File: config.mk
export PLATFORM = sky130hd
export DESIGN_NAME = picorv32_mem_arbiter
export DESIGN_NICKNAME = d
export VERILOG_FILES = /design/src/rtl/picorv32_arb_pkg.sv /design/src/rtl/picorv32_arb_watchdog.sv /design/src/rtl/picorv32_mem_arbiter.sv
export SDC_FILE = /design/constraint.sdc
export NUM_CORES = 1
export LEC_CHECK = 0
export CELL_PAD_IN_SITES_DETAIL_PLACEMENT = 1
export CELL_PAD_IN_SITES_GLOBAL_PLACEMENT = 1
export CORE_MARGIN = 8
export CORE_UTILIZATION = 31
export DETAILED_ROUTE_END_ITERATION = 6
export GPL_TIMING_DRIVEN = 0
export PLACE_DENSITY = 0.89
export SKIP_CTS_REPAIR_TIMING = 1
export SLEW_MARGIN = 25
export SYNTH_ARGS = -nofsm -noshare
export SYNTH_HDL_FRONTEND = slang
export SYNTH_SLANG_ARGS = --single-unit
File: constraint.sdc
create_clock -name clk -period 5.8 [get_ports clk]
set_input_delay 1.16 -clock clk [delete_from_list [all_inputs] [get_ports clk]]
set_output_delay 1.16 -clock clk [all_outputs]
set_load 0.005 [all_outputs]
File: src/rtl/picorv32_arb_pkg.sv
// Shared types for the two-port PicoRV32 native memory arbiter.
package picorv32_arb_pkg;

  localparam int unsigned NUM_PORTS = 2;

  typedef enum logic [1:0] {
    IDLE,
    BUSY,
    RESP
  } arb_state_t;

  typedef struct packed {
    logic        instr;
    logic [31:0] addr;
    logic [31:0] wdata;
    logic [3:0]  wstrb;
  } mem_req_t;

endpackage

File: src/rtl/picorv32_arb_watchdog.sv
// Stall watchdog for the arbiter: counts BUSY cycles without ready and raises
// a sticky flag recording the port that was stuck.
module picorv32_arb_watchdog #(
  parameter int unsigned TIMEOUT_CYCLES = 1024
) (
  input  logic clk,
  input  logic reset,
  input  logic start,
  input  logic busy,
  input  logic ready,
  input  logic err_clear,
  input  logic port,
  output logic timeout_err,
  output logic timeout_port
);

  localparam bit          ENABLE = (TIMEOUT_CYCLES != 0);
  localparam int unsigned CW     = (TIMEOUT_CYCLES < 2) ? 1 : $clog2(TIMEOUT_CYCLES + 1);
  localparam logic [CW-1:0] LIMIT = CW'(TIMEOUT_CYCLES);
  localparam logic [CW-1:0] LAST  = CW'(ENABLE ? TIMEOUT_CYCLES - 1 : 0);

  logic [CW-1:0] cnt_q;
  logic          stalled;
  logic          fire;

  assign stalled = ENABLE && busy && !ready;
  // Fire on the edge that brings the count up to the limit; the count then
  // saturates so the flag is raised once per transaction.
  assign fire    = stalled && (cnt_q == LAST);

  always_ff @(posedge clk) begin
    if (reset) begin
      cnt_q        <= '0;
      timeout_err  <= 1'b0;
      timeout_port <= 1'b0;
    end else begin
      if (start) begin
        cnt_q <= '0;
      end else if (stalled && (cnt_q != LIMIT)) begin
        cnt_q <= cnt_q + CW'(1);
      end

      if (fire) begin
        timeout_err  <= 1'b1;
        timeout_port <= port;
      end else if (err_clear) begin
        timeout_err <= 1'b0;
      end
    end
  end

endmodule

File: src/rtl/picorv32_mem_arbiter.sv
// Round-robin arbiter sharing one PicoRV32 native memory port between two
// requesters; one registered transaction in flight, response routed back.
module picorv32_mem_arbiter
  import picorv32_arb_pkg::*;
#(
  parameter int unsigned TIMEOUT_CYCLES = 1024,
  parameter int unsigned PRIO_RESET     = 0
) (
  input  logic        clk,
  input  logic        reset,

  input  logic        s0_mem_valid,
  input  logic        s0_mem_instr,
  input  logic [31:0] s0_mem_addr,
  input  logic [31:0] s0_mem_wdata,
  input  logic [3:0]  s0_mem_wstrb,
  output logic        s0_mem_ready,
  output logic [31:0] s0_mem_rdata,

  input  logic        s1_mem_valid,
  input  logic        s1_mem_instr,
  input  logic [31:0] s1_mem_addr,
  input  logic [31:0] s1_mem_wdata,
  input  logic [3:0]  s1_mem_wstrb,
  output logic        s1_mem_ready,
  output logic [31:0] s1_mem_rdata,

  output logic        m_mem_valid,
  output logic        m_mem_instr,
  output logic [31:0] m_mem_addr,
  output logic [31:0] m_mem_wdata,
  output logic [3:0]  m_mem_wstrb,
  input  logic        m_mem_ready,
  input  logic [31:0] m_mem_rdata,

  input  logic        err_clear,
  output logic        timeout_err,
  output logic        timeout_port
);

  arb_state_t state_q, state_d;

  mem_req_t   req [NUM_PORTS];
  mem_req_t   m_req_q;
  logic       m_valid_q;
  logic       grant_q;
  logic       prio_q;
  logic       grant_sel;
  logic       any_valid;
  logic       grant_fire;

  logic [NUM_PORTS-1:0] ready_q;
  logic [31:0]          rdata_q [NUM_PORTS];

  always_comb begin
    req[0] = '{instr: s0_mem_instr, addr: s0_mem_addr, wdata: s0_mem_wdata, wstrb: s0_mem_wstrb};
    req[1] = '{instr: s1_mem_instr, addr: s1_mem_addr, wdata: s1_mem_wdata, wstrb: s1_mem_wstrb};
  end

  assign any_valid  = s0_mem_valid | s1_mem_valid;
  // A lone requester wins outright; the pointer only breaks ties.
  assign grant_sel  = (s0_mem_valid && s1_mem_valid) ? prio_q : s1_mem_valid;
  assign grant_fire = (state_q == IDLE) && any_valid;

  always_ff @(posedge clk) begin
    if (reset) state_q <= IDLE;
    else       state_q <= state_d;
  end

  always_comb begin
    state_d = state_q;
    case (state_q)
      IDLE:    if (any_valid)   state_d = BUSY;
      BUSY:    if (m_mem_ready) state_d = RESP;
      RESP:    state_d = IDLE;
      default: state_d = IDLE;
    endcase
  end

  always_ff @(posedge clk) begin
    if (reset) begin
      m_req_q    <= '0;
      m_valid_q  <= 1'b0;
      grant_q    <= 1'b0;
      prio_q     <= (PRIO_RESET != 0);
      ready_q    <= '0;
      rdata_q[0] <= '0;
      rdata_q[1] <= '0;
    end else begin
      ready_q <= '0;
      if (grant_fire) begin
        m_req_q   <= req[grant_sel];
        m_valid_q <= 1'b1;
        grant_q   <= grant_sel;
        prio_q    <= ~grant_sel;
      end
      // Response data goes straight into the granted port's register, which
      // then holds until that port's next completion.
      if ((state_q == BUSY) && m_mem_ready) begin
        m_valid_q         <= 1'b0;
        ready_q[grant_q]  <= 1'b1;
        rdata_q[grant_q]  <= m_mem_rdata;
      end
    end
  end

  assign m_mem_valid  = m_valid_q;
  assign m_mem_instr  = m_req_q.instr;
  assign m_mem_addr   = m_req_q.addr;
  assign m_mem_wdata  = m_req_q.wdata;
  assign m_mem_wstrb  = m_req_q.wstrb;

  assign s0_mem_ready = ready_q[0];
  assign s1_mem_ready = ready_q[1];
  assign s0_mem_rdata = rdata_q[0];
  assign s1_mem_rdata = rdata_q[1];

  picorv32_arb_watchdog #(
    .TIMEOUT_CYCLES(TIMEOUT_CYCLES)
  ) u_watchdog (
    .clk         (clk),
    .reset       (reset),
    .start       (grant_fire),
    .busy        (state_q == BUSY),
    .ready       (m_mem_ready),
    .err_clear   (err_clear),
    .port        (grant_q),
    .timeout_err (timeout_err),
    .timeout_port(timeout_port)
  );

endmodule

==> results of run 1 <==
[logic make-up after synthesis]
group	Yosys count	synth area share, %
AOI/OAI and AO/OA	83	13.6
xor gates and xnor gates	7	1.08
adders and majority gates	2	0.440
buffers and inverters	46	3.23
DFF	153	65.1
muxes	1	0.176
and+or+nand+nor	180	16.4
[layer usage]
layer  wire [um]  track usage, %
met5           0               0
met4         344            5.89
met3        2570            8.26
met2       12000            35.8
met1        8540            20.9
[through the flow]
| stage | worst slack [ps] | utilization (%) | cell area, um^2 |
|---|---|---|---|
| after floorplan | 1750 | - | 5690 |
| after global placement | -60.5 | 50.7 | 9100 |
| after detailed placement | 2100 | 50.9 | 9140 |
| after CTS | 2540 | 54.2 | 9740 |
| after global routing | 2390 | 54.2 | 9740 |
| final | 2530 | 54.2 | 9740 |
[placed cells by master, fill, tap and decap left out, types with 9 or more instances in the layout]
master and count:
buf_2 9, nor2_1 82, and3_1 37, clkbuf_1 34, a222oi_1 69, and2_1 34
dfxtp_1 89, clkbuf_16 17, clkdlybuf4s50_1 312, edfxtp_1 64
[path summary, 6_finish.rpt]
kind | start | cells after the start | slack, ps | end
worst max-delay path | m_mem_ready | 5 | 2530 | rdata_q[1][22]
worst min-delay path | u_watchdog.timeout_port | 2 | 490 | u_watchdog.timeout_port
worst max register to register | state_q[1] | 4 | 3390 | rdata_q[1][22]
worst min register to register | u_watchdog.timeout_port | 2 | 490 | u_watchdog.timeout_port
[flip-flops by register name, summed over array words and instances, names as in the netlist]
name,count
grant_q,1
u_watchdog.timeout_port,1
m_mem_valid,1
prio_q,1
rdata_q,64
ready_q,2
m_mem_addr,32
m_mem_instr,1
u_watchdog.timeout_err,1
u_watchdog.cnt_q,11
state_q,2
m_mem_wstrb,4
m_mem_wdata,32
[Yosys cell counts]
cell type	instances	area [um^2]
or4b_1	1	10.0
o31ai_1	1	7.51
or3_2	1	7.51
o21ai_0	3	15.0
o21ai_1	1	5.00
nand4_1	4	25.0
o211a_1	1	10.0
nor4b_1	2	17.5
xnor2_1	2	17.5
nand3b_1	2	15.0
a31oi_1	1	6.26
buf_2	9	45.0
inv_1	3	11.3
nor3_1	3	15.0
dfxtp_1	89	1780
or2_2	1	6.26
nand3_2	1	10.0
nand3_1	2	10.0
clkbuf_1	34	128
nor3b_4	1	18.8
nor2_1	82	308
nand2b_1	2	12.5
nand2_1	5	18.8
or3b_2	1	8.76
ha_1	2	25.0
or3_1	1	6.26
o21a_1	1	7.51
mux2i_1	1	10.0
a222oi_1	69	691
and2_1	34	213
a21oi_1	6	30.0
and3_1	37	231
edfxtp_1	64	1920
xor2_1	5	43.8
[final cells by class]
class	count	area [um^2]	area share, %
clock buffer	17	425	4.37
tap	229	287	2.94
inverter	3	11.3	0.116
clock inverter	15	176	1.81
sequential	153	3700	38.0
buffer	43	173	1.77
timing repair buffer	313	3150	32.3
multi-input combinational	273	1810	18.6
[where the power goes]
group / total, mW / switching [mW] / internal [mW]
Sequential: 1.23 / 0.0367 / 1.20
Clock: 1.14 / 0.487 / 0.652
Combinational: 0.492 / 0.203 / 0.290
[worst register-to-register path, delay by kind of cell (launching register included)]
family	cells	cell delay, ps
simple gates	4	1680
flops	1	350
==> qor.csv, run 1 <==
metric,value,unit
hold_slack,486,ps
grt_use_total,20.0,%
max-vdd-ir-drop,0.000197,V
grt_start_max_net_pins,33,
gp_congestion,0.829,
area_growth,71.2,%
maxCapViolations,0,
drtAntennaViolNets,0,
critPathBufInv,1,
drtPass1Iterations,7,
drive_gt1_share,5.88,%
clk_latency,420,ps
layoutNonFillerInstCount,1046,
slowest_delay,660,ps
fin_crit,3270,ps
synth_warnings,0,
die_x,151,um
hp-class,flop to flop,
drt_iter0_drc,388,
arrival,3310,ps
hold_viol_final,0,
violations,DRC,
clock_skew,8.44,ps
syn_area,5690,um^2
synth_cells,472,
routed_via_density,5.18,
vias,5418,
synth-seq-area-share,65.1,%
htreeDepth,4,
clock_sinks,153,
drc_errors,2,
cp.required,5840,ps
fmaxAchievable,306,MHz
power_leakage,3.71,nW
clockBufferDepth,2,
synth_nets,650,
total_power,2.86,mW
grt_pass1_wl,34.6,mm
fin_tns_setup,0,ps
cts_tree,yes,
nets,982,
rsz0062_at_grt,no,
cts_made_buffers,17,
power_per_cell_area,294,nW/um^2
dp_cells,1014,
die_h,151,um
maxSlewHeadroom,41.3,%
crit_path_top_delay_cell,or2_2,
status,finished with violations,
crit_type,input port to flop,
grt_antenna_before_repair,0,
setup_viol,0,
fill_cells,1909,
crit_fanout,32,
slew_viol_final,0,
core,18000,um^2
worst_slew_pin_slew,874,ps
cp-start-kind,input port,
end_kind,flop,
crit_chain,clkdlybuf4s50_1 -> nand3b_1 -> nor2_1 -> and2_1 -> or2_2,
wl_per_cell,22.4,um
routed_wl,23.4,mm
globalRouteOverflowTotal,0,
antenna_cells,0,
grt_pass1_vias,6006,
start_util,31.7,%
ios,314,
ys_types,34,
synth_seq_cells,153,
syn_area_per_cell,12.1,um^2
clock_tree.root_cell,clkbuf_16,
num_rows,49,
critPathTopFamily,simple AND/OR/NAND/NOR gates,
fin_crit_sh,56.4,%
die_area,22900,um^2
port_buffers,312,
clk_pin_slew,70,ps
place_hpwl,18.6,mm
(Power assumes the default switching activity.)
==> inputs of run 2 (changes only) <==
- CORE_UTILIZATION: 31 -> 26
- PLACE_DENSITY: 0.89 -> 0.8
- clock period: 5.8 -> 2.8 ns (I/O delays scaled with it)
==> run 2 against run 1 <==
Effect of this change:
- the run now ends clean
- sequential share of layout area decreased by 0.11 points
- core utilization decreased by 9.0 points
- sequential power increased by 110%
- final cell count increased by 4.9%
- critical path type unchanged
- largest power group unchanged
==> qor.csv, run 2 (synthesis gave the netlist of run 1 again) <==
metric,value,unit
globalRouteOverflowTotal,0,
fin_crit_sh,93.8,%
place_area,9200,um^2
routed_wl,23.1,mm
grt_pass1_wl,34.0,mm
place_hpwl,17.8,mm
crit_path_top_delay_cell,or2_2,
antenna_cells,0,
gp_congestion,0.763,
slowest_delay,660,ps
layout_commonest_cell,clkdlybuf4s50_1,
setup_viol,0,
arrival,2660,ps
clock_skew,13.2,ps
gr-usage-met1,18.0,%
largest_reg_flops,64,
htreeDepth,4,
nets,982,
slew_viol_final,0,
cts_made_buffers,17,
largest_register,rdata_q,
drt_iter0_drc,441,
worst_slew_pin_slew,874,ps
clk_latency,420,ps
crit_start,m_mem_ready,
die_area,26900,um^2
cts_tree,yes,
stdcell_area,9770,um^2
layout_setup_ws,173,ps
wl_per_cell,21.0,um
hold_slack,474,ps
vias,5353,
core,21600,um^2
drive_gt1_share,5.63,%
port_buffers,312,
clock_tree.root_cell,clkbuf_16,
drtPass1Iterations,6,
hold_viol_final,0,
crit_type,input port to flop,
fin_crit,2630,ps
area_growth,71.7,%
fin_tns_setup,0,ps
grt_use_met3,7.82,%
grt_use_total,16.5,%
die_x,164,um
cp.required,2840,ps
mostFrequentLayoutCells,"clkdlybuf4s50_1, dfxtp_1, nor2_1",
clk_pin_slew,60,ps
crit_chain,clkdlybuf4s50_1 -> nand3b_1 -> nor2_1 -> and2_1 -> or2_2,
grt_busiest_layer,met2,
start_util,26.3,%
maxSlewHeadroom,41.4,%
hp-class,flop to flop,
die_h,164,um
fill_cells,2360,
rsz0062_at_grt,no,
grtUsageMet2,28.0,%
rr_startpoint,state_q[1],
r2r_end,rdata_q[1][25],
maxCapViolations,0,
power_leakage,3.69,nW
clock_sinks,153,
grt_start_max_net_pins,33,
clockBufferDepth,2,
num_rows,54,
rr_worst_depth,4,
drc_errors,0,
ios,314,
fmaxAchievable,381,MHz
power_per_cell_area,597,nW/um^2
routed_via_density,4.88,
end_kind,flop,
status,completed,
crit_fanout,32,
pre_cts_ws,-317,ps
grt_antenna_before_repair,0,
drtAntennaViolNets,0,
crit_path_end,rdata_q[1][25],
rrSetupSlack,460,ps
cp-start-kind,input port,
max-vdd-ir-drop,0.000344,V
grt_pass1_vias,5837,
## run 2: cell count changes in the layout (fill, tap and decap cells not counted), sizes merged
cell	before	now
clkinvlp	1	2
clkinv	3	6
inv	12	9
bufinv	2	1
## run 2: cell type report
cell class                      count  area, um^2  share of cell area [%]
Clock inverter                     15         141                    1.45
Multi-Input combinational cell    273        1810                    18.6
Clock buffer                       17         425                    4.36
Timing Repair Buffer              313        3150                    32.3
Buffer                             43         173                    1.77
Inverter                            3        11.3                   0.115
Tap cell                          280         350                    3.59
Sequential cell                   153        3700                    37.9
## run 2: power breakdown
group	internal, mW	switching (mW)
logic	0.600	0.424
clock network	1.24	1.01
registers	2.48	0.0705
total	4.32	1.51
## run 2: critical path, delay by kind of cell
kind	cells	cell delay (ps)
AND/OR/NAND/NOR	4	1550
buffers and inverters	1	550
## run 2: metal layers
layer,vias up,wire length [um]
li1,2481,-
met1,2580,8810
met2,269,11200
met3,23,2740
met4,0,356
met5,-,0
## run 2: per-stage QoR
stage	instances	util [%]	power (mW)
final	1097	45.2	5.83
after global routing	1097	45.2	6.08
after CTS	1097	45.2	5.92
after detailed placement	1065	42.6	3.64
after global placement	1064	42.4	3.60
after floorplan	472	-	2.92
## run 2: worst min-delay path by stage
| stage | to | slack [ps] | cells past startpoint | from |
|---|---|---|---|---|
| global placement | u_watchdog.timeout_port | 460 | 2 | u_watchdog.timeout_port |
| finish | u_watchdog.timeout_err | 470 | 2 | u_watchdog.timeout_err |
| global route | u_watchdog.timeout_port | 520 | 2 | u_watchdog.timeout_port |
| CTS | u_watchdog.timeout_err | 480 | 2 | u_watchdog.timeout_err |
| detailed placement | u_watchdog.timeout_err | 470 | 2 | u_watchdog.timeout_err |
| floorplan | u_watchdog.timeout_port | 460 | 2 | u_watchdog.timeout_port |
==> inputs of run 3 (changes only) <==
- CAP_MARGIN: not set -> 0
==> results of run 3 <==
Same layout as run 2: the final DEF is identical, and so are final timing and power.
